<file path="src/rtl/logic_unit_pipe_if.sv">
// -----------------------------------------------------------------------------
// logic_unit_pipe_if
// Handshake bundle for the pipelined logic unit.
//   Input channel : in_valid, in_ready, op[3:0], a[WIDTH], b[WIDTH], acc_sel
//   Output channel: out_valid, out_ready, result[WIDTH], zero, parity,
//                   illegal, ops_done[CNT_W]
// Modports:
//   master - the operand decode / result consumer side (drives operands and
//            out_ready, observes results)
//   slave  - the logic unit itself
// -----------------------------------------------------------------------------
interface logic_unit_pipe_if #(
    parameter int WIDTH = 16,
    parameter int CNT_W = 16
);
    logic             in_valid;
    logic             in_ready;
    logic [3:0]       op;
    logic [WIDTH-1:0] a;
    logic [WIDTH-1:0] b;
    logic             acc_sel;
    logic             out_valid;
    logic             out_ready;
    logic [WIDTH-1:0] result;
    logic             zero;
    logic             parity;
    logic             illegal;
    logic [CNT_W-1:0] ops_done;

    modport master (
        output in_valid, op, a, b, acc_sel, out_ready,
        input  in_ready, out_valid, result, zero, parity, illegal, ops_done
    );

    modport slave (
        input  in_valid, op, a, b, acc_sel, out_ready,
        output in_ready, out_valid, result, zero, parity, illegal, ops_done
    );
endinterface

</file>
<file path="src/rtl/logic_unit_pipe.sv">
// -----------------------------------------------------------------------------
// logic_unit_pipe
// Two-stage pipelined bitwise logic unit with valid/ready handshakes.
//   Stage 1 captures op/a/b/acc_sel; stage 2 computes and registers the result
//   together with zero, parity and illegal flags. acc_sel substitutes the
//   previous result for operand A, so accumulate chains run back-to-back.
// Ports:
//   clk   - clock, all state on rising edge
//   rst_n - asynchronous active-low reset
//   bus   - logic_unit_pipe_if.slave (operand channel, result channel,
//           ops_done counter of completed handoffs)
// Opcodes: 0 AND, 1 NAND, 2 OR, 3 NOR, 4 XOR, 5 XNOR, 6 NOT a, 7 PASS a.
// Optional build macro LOGIC_UNIT_REDUCE_EN: ops 8..11 become reductions of
// the effective A (&, |, ^, ~^) zero-extended to WIDTH. All other opcodes are
// illegal: result 0, illegal=1.
// -----------------------------------------------------------------------------
module logic_unit_pipe #(
    parameter int WIDTH = 16,
    parameter int CNT_W = 16
) (
    input  logic              clk,
    input  logic              rst_n,
    logic_unit_pipe_if.slave  bus
);

    // Returns {illegal, result} for one operation.
    function automatic logic [WIDTH:0] compute_op(
        input logic [3:0]       op_i,
        input logic [WIDTH-1:0] ea_i,
        input logic [WIDTH-1:0] eb_i
    );
        logic [WIDTH-1:0] res;
        logic             ill;
        res = {WIDTH{1'b0}};
        ill = 1'b0;
        case (op_i)
            4'd0: res = ea_i & eb_i;
            4'd1: res = ~(ea_i & eb_i);
            4'd2: res = ea_i | eb_i;
            4'd3: res = ~(ea_i | eb_i);
            4'd4: res = ea_i ^ eb_i;
            4'd5: res = ~(ea_i ^ eb_i);
            4'd6: res = ~ea_i;
            4'd7: res = ea_i;
`ifdef LOGIC_UNIT_REDUCE_EN
            4'd8:  res = {{(WIDTH-1){1'b0}}, &ea_i};
            4'd9:  res = {{(WIDTH-1){1'b0}}, |ea_i};
            4'd10: res = {{(WIDTH-1){1'b0}}, ^ea_i};
            4'd11: res = {{(WIDTH-1){1'b0}}, ~^ea_i};
`endif
            default: begin
                res = {WIDTH{1'b0}};
                ill = 1'b1;
            end
        endcase
        return {ill, res};
    endfunction

    // Even-parity bit of a result word.
    function automatic logic parity_of(input logic [WIDTH-1:0] v_i);
        return ^v_i;
    endfunction

    // Stage 1 registers
    logic             s1_valid_r;
    logic [3:0]       s1_op_r;
    logic [WIDTH-1:0] s1_a_r;
    logic [WIDTH-1:0] s1_b_r;
    logic             s1_acc_r;

    // Stage 2 / output registers
    logic             out_valid_r;
    logic [WIDTH-1:0] result_r;
    logic             zero_r;
    logic             parity_r;
    logic             illegal_r;
    logic [WIDTH-1:0] last_result_r;
    logic [CNT_W-1:0] ops_done_r;

    // Handshake and datapath combinational signals
    logic             advance_s;
    logic             in_ready_s;
    logic             capture_s;
    logic             handoff_s;
    logic [WIDTH-1:0] eff_a_s;
    logic [WIDTH:0]   comp_s;

    // Pipeline flow control; stage 1 may refill in the same cycle it advances.
    always_comb begin
        advance_s  = s1_valid_r & (~out_valid_r | bus.out_ready);
        in_ready_s = ~s1_valid_r | ~out_valid_r | bus.out_ready;
        capture_s  = bus.in_valid & in_ready_s;
        handoff_s  = out_valid_r & bus.out_ready;
    end

    // Effective operand A and the stage-2 computation.
    always_comb begin
        if (s1_acc_r) begin
            eff_a_s = last_result_r;
        end else begin
            eff_a_s = s1_a_r;
        end
        comp_s = compute_op(s1_op_r, eff_a_s, s1_b_r);
    end

    // Stage 1 capture of operands.
    always_ff @(posedge clk or negedge rst_n) begin
        if (!rst_n) begin
            s1_valid_r <= 1'b0;
            s1_op_r    <= 4'd0;
            s1_a_r     <= {WIDTH{1'b0}};
            s1_b_r     <= {WIDTH{1'b0}};
            s1_acc_r   <= 1'b0;
        end else begin
            if (capture_s) begin
                s1_valid_r <= 1'b1;
                s1_op_r    <= bus.op;
                s1_a_r     <= bus.a;
                s1_b_r     <= bus.b;
                s1_acc_r   <= bus.acc_sel;
            end else if (advance_s) begin
                s1_valid_r <= 1'b0;
            end
        end
    end

    // Stage 2 result registers; last_result moves with the op so chaining needs no stall.
    always_ff @(posedge clk or negedge rst_n) begin
        if (!rst_n) begin
            out_valid_r   <= 1'b0;
            result_r      <= {WIDTH{1'b0}};
            zero_r        <= 1'b1;
            parity_r      <= 1'b0;
            illegal_r     <= 1'b0;
            last_result_r <= {WIDTH{1'b0}};
        end else begin
            if (advance_s) begin
                out_valid_r   <= 1'b1;
                result_r      <= comp_s[WIDTH-1:0];
                zero_r        <= (comp_s[WIDTH-1:0] == {WIDTH{1'b0}});
                parity_r      <= parity_of(comp_s[WIDTH-1:0]);
                illegal_r     <= comp_s[WIDTH];
                last_result_r <= comp_s[WIDTH-1:0];
            end else if (handoff_s) begin
                out_valid_r <= 1'b0;
            end
        end
    end

    // Completed-handoff counter, wraps naturally at 2^CNT_W.
    always_ff @(posedge clk or negedge rst_n) begin
        if (!rst_n) begin
            ops_done_r <= {CNT_W{1'b0}};
        end else begin
            if (handoff_s) begin
                ops_done_r <= ops_done_r + {{(CNT_W-1){1'b0}}, 1'b1};
            end
        end
    end

    assign bus.in_ready  = in_ready_s;
    assign bus.out_valid = out_valid_r;
    assign bus.result    = result_r;
    assign bus.zero      = zero_r;
    assign bus.parity    = parity_r;
    assign bus.illegal   = illegal_r;
    assign bus.ops_done  = ops_done_r;

endmodule

</file>
<file path="src/flat_wrapper.sv">
// flat-port wrapper written by rule: the top's interface ports become plain ports
module logic_unit_pipe_flat 
#(
    parameter int WIDTH = 16,
    parameter int CNT_W = 16
)
  (clk, rst_n, bus_in_valid, bus_op, bus_a, bus_b, bus_acc_sel, bus_out_ready, bus_in_ready, bus_out_valid, bus_result, bus_zero, bus_parity, bus_illegal, bus_ops_done);
  logic_unit_pipe_if #(.WIDTH(WIDTH), .CNT_W(CNT_W)) bus_i ();
  input  logic clk;
  input  logic rst_n;
  input wire logic [$bits(bus_i.in_valid)-1:0] bus_in_valid;
  input wire logic [$bits(bus_i.op)-1:0] bus_op;
  input wire logic [$bits(bus_i.a)-1:0] bus_a;
  input wire logic [$bits(bus_i.b)-1:0] bus_b;
  input wire logic [$bits(bus_i.acc_sel)-1:0] bus_acc_sel;
  input wire logic [$bits(bus_i.out_ready)-1:0] bus_out_ready;
  output wire logic [$bits(bus_i.in_ready)-1:0] bus_in_ready;
  output wire logic [$bits(bus_i.out_valid)-1:0] bus_out_valid;
  output wire logic [$bits(bus_i.result)-1:0] bus_result;
  output wire logic [$bits(bus_i.zero)-1:0] bus_zero;
  output wire logic [$bits(bus_i.parity)-1:0] bus_parity;
  output wire logic [$bits(bus_i.illegal)-1:0] bus_illegal;
  output wire logic [$bits(bus_i.ops_done)-1:0] bus_ops_done;
  assign bus_i.in_valid = bus_in_valid;
  assign bus_i.op = bus_op;
  assign bus_i.a = bus_a;
  assign bus_i.b = bus_b;
  assign bus_i.acc_sel = bus_acc_sel;
  assign bus_i.out_ready = bus_out_ready;
  assign bus_in_ready = bus_i.in_ready;
  assign bus_out_valid = bus_i.out_valid;
  assign bus_result = bus_i.result;
  assign bus_zero = bus_i.zero;
  assign bus_parity = bus_i.parity;
  assign bus_illegal = bus_i.illegal;
  assign bus_ops_done = bus_i.ops_done;
  logic_unit_pipe #(.WIDTH(WIDTH), .CNT_W(CNT_W)) u_core (.clk(clk), .rst_n(rst_n), .bus(bus_i));
endmodule
</file>
<file path="config.mk">
export PLATFORM = sky130hd
export DESIGN_NAME = logic_unit_pipe_flat
export DESIGN_NICKNAME = d
export VERILOG_FILES = /design/src/rtl/logic_unit_pipe_if.sv /design/src/rtl/logic_unit_pipe.sv /design/src/flat_wrapper.sv
export SDC_FILE = /design/constraint.sdc
export NUM_CORES = 1
export LEC_CHECK = 0
export CAP_MARGIN = 30
export CORE_MARGIN = 2
export CORE_UTILIZATION = 35
export DETAILED_ROUTE_END_ITERATION = 8
export PLACE_DENSITY = 0.62
export SYNTH_ARGS = -nofsm -noshare
export SYNTH_HDL_FRONTEND = slang
export SYNTH_SLANG_ARGS = --single-unit
</file>
<file path="constraint.sdc">
create_clock -name clk -period 6.03 [get_ports clk]
set_input_delay 1.809 -clock clk [delete_from_list [all_inputs] [get_ports clk]]
set_output_delay 1.809 -clock clk [all_outputs]
set_load 0.05 [all_outputs]
</file>
==> results.sh <==
export IMPL_skew_ps=8.914
export IMPL_fp_dieH_microns=116.9
export IMPL_synth_mux_area_fraction_pct=20.43
export IMPL_layout_min_cycle_time_ps=5124
export IMPL_hpwl_microns=6507
export IMPL_synth_warnings=0
export IMPL_htree_levels=3
export IMPL_cts_sinks=74
export IMPL_drt_total_wl_microns=9078
export IMPL_timing_final_crit_share_pct=84.98
export IMPL_row_count=41
export IMPL_max_slew_margin_rel_pct=36.08
export IMPL_powerDensity_nw_per_um2=411.3
export IMPL_vias_per_cell=4.740
export IMPL_grt_antenna_before_repair=0
export IMPL_clock_fmax_mhz=195.1
export IMPL_place_congestion=0.7302
export IMPL_synth_net_count=474
export IMPL_ys_types=34
export IMPL_path_class="input pin to output pin"
export IMPL_syn_area_sq_um=4458
export IMPL_crit_path_end_kind="output pin"
export IMPL_grt_pass1_vias=3181
export IMPL_io_pin_count=78
export IMPL_place_area_sq_um=5378
export IMPL_min_path_type="flop to flop"
export IMPL_start_util_pct=35.62
export IMPL_diodes=0
export IMPL_synth_simple_gate_area_share_pct=8.841
export IMPL_worstPathRequired_ps=4220
export IMPL_finalSetupViolCount=0
export IMPL_ys_ff_latch=74
export IMPL_cts_hold_buffers=0
export IMPL_die_x_microns=116.9
export IMPL_drtIter0Drc=116
export IMPL_hold_viol_final=0
export IMPL_cts_tree="yes"
export IMPL_layout_drive_gt1_share_pct=16.70
export IMPL_wire_per_inst_microns=14.07
export IMPL_start_kind="input pin"
export IMPL_cts_setup_buffers=0
export IMPL_dp_cells=628
export IMPL_outcome="completed"
export IMPL_grt_pass1_wl_microns=15280
export IMPL_path_clk_slew_ps=60
export IMPL_core_area_sq_um=12520
export IMPL_cap_violations=0
export IMPL_report_final_slew_viol_count=0
export IMPL_grt_max_degree=75
export IMPL_drtAntennaViolNets=0
export IMPL_async_flop_share_pct=100.0
export IMPL_p_leak_nw=2.623
export IMPL_nets=550
export IMPL_stdcell_count=645
export IMPL_vias=3057
export IMPL_synth_ff_type="dfrtp_1"
export IMPL_synth_xor_area_share_pct=7.466
export IMPL_finalInstanceArea_sq_um=5736
export IMPL_path_max_fanout=4
export IMPL_fin_tns_setup_ps=0
export IMPL_drc=0
export IMPL_cts_buffer_depth=2
export IMPL_reg2reg_slack_ps=2430
export IMPL_rsz0062_at_grt="no"
export IMPL_numCtsBuffers=9
export IMPL_yosysSeqAreaShare_pct=41.57
export IMPL_synth_fa_ha_area_share_pct=11.51
export IMPL_p_total_mw=2.359
export IMPL_clkLatencyLatePin_ps=340
export IMPL_fillers=1232
export IMPL_peakVddDrop_v=0.0002819
export IMPL_grt_util_all_layers_pct=14.56
export IMPL_final_common_cell="clkdlybuf4s50_1"
export IMPL_tightest_slew_ps=958.9
export IMPL_syn_to_final_growth_pct=28.66
export IMPL_layout_common_cells="clkdlybuf4s50_1, dfrtp_1, inv_1"
export IMPL_fin_util_pct=45.82
export IMPL_dieArea_sq_um=13660
export IMPL_overflow=0
export IMPL_port_buffers=77
export IMPL_crit_arrival_ps=3320
export IMPL_netlist_instances=392
export IMPL_synth_area_per_cell_sq_um=11.37
export IMPL_synth_compound_area_share_pct=3.761
export IMPL_clockRootBuffer="clkbuf_16"
export IMPL_dr_pass1_iters=4
export IMPL_synth_edff_count=0
export IMPL_cts_resized=0
export IMPL_synth_top_family_by_area="multiplexers"
## cells in the mapped netlist, types with 5 or more instances
library cell	n	area [sq um]
inv_1	48	180.2
o21ai_1	5	25.02
buf_2	6	30.03
a211oi_1	9	67.56
clkbuf_1	6	22.52
o21ai_0	9	45.04
mux2i_1	19	190.2
nand3_1	5	25.02
dfrtp_1	73	1827
nand2_1	27	101.4
ha_1	41	513.0
or2_1	6	37.54
or2_2	7	43.79
mux4_2	13	292.8
xor2_1	9	78.83
nor2_1	9	33.78
xnor2_1	29	254.0
mux2_2	38	427.9
## metrics by stage
stage | setup WS, ps | hold slack, ps
4_1_cts | 901.0 | 478.9
3_3_place_gp | 950.1 | 462.6
2_1_floorplan | 1923 | 470.8
6_report | 905.6 | 473.6
3_5_place_dp | 912.0 | 464.4
5_1_grt | 838.5 | 495.7
## layout make-up
type                    count  area [sq um]  share of cell area (%)
clock buffers              12         256.5                   4.472
inverters                  48         180.2                   3.141
multi-input cells         254          2318                   40.42
repair buffers             81         838.3                   14.62
well taps                 172         215.2                   3.752
flip-flops and latches     74          1853                   32.31
clock inverters             4         73.82                   1.287
## flip-flops by register name (all words and copies together), names as in the netlist
signal                cells
u_core.bus.ops_done      16
u_core.bus.result        16
u_core.s1_a_r            16
u_core.s1_b_r            16
u_core.s1_op_r            4
u_core.bus.illegal        1
u_core.bus.out_valid      1
u_core.bus.parity         1
u_core.bus.zero           1
u_core.s1_acc_r           1
u_core.s1_valid_r         1
## worst paths after layout
| path | endpoint | start | cells past startpoint |
|---|---|---|---|
| min reg2reg | u_core.bus.ops_done[15]$_DFFE_PN0P_ | u_core.bus.ops_done[15]$_DFFE_PN0P_ | 1 |
| max reg2reg | u_core.bus.parity$_DFFE_PN0P_ | u_core.s1_acc_r$_DFFE_PN0P_ | 11 |
| min | u_core.bus.ops_done[15]$_DFFE_PN0P_ | u_core.bus.ops_done[15]$_DFFE_PN0P_ | 1 |
| min in group asynchronous | u_core.bus.out_valid$_DFFE_PN0P_ | rst_n | 1 |
| max | bus_in_ready | bus_out_ready | 3 |
| max in group asynchronous | u_core.bus.zero$_DFFE_PN1P_ | rst_n | 2 |
## per-layer routing
metal | vias to the layer above | track usage, % | routed length, microns
met3 | 15 | 5.407 | 584
met4 | 0 | 4.941 | 163
met5 | - | 0 | 0
met1 | 1500 | 17.27 | 3892
li1 | 1470 | - | -
met2 | 72 | 24.47 | 4436
## where the power goes
part | leakage, nW | switching (mW) | internal [mW]
clock | 0.163 | 0.206 | 0.386
sequential | 0.897 | 0.125 | 0.600
combinational | 1.56 | 0.552 | 0.491
## cell families (layout without fill, tap and decap cells)
family,Yosys count,after routing
multiplexers,70,70
AND/OR/NAND/NOR,78,78
flip-flops,74,74
AO/OA/AOI/OAI,27,27
XOR/XNOR,38,38
adder cells (fa/ha/maj),41,41
buffers and inverters,64,145
## critical path: stages
cell and delay [ps]:
clkdlybuf4s50_1 500, nand3b_1 180, clkdlybuf4s50_1 830
Power figures use the tool's default switching activity.
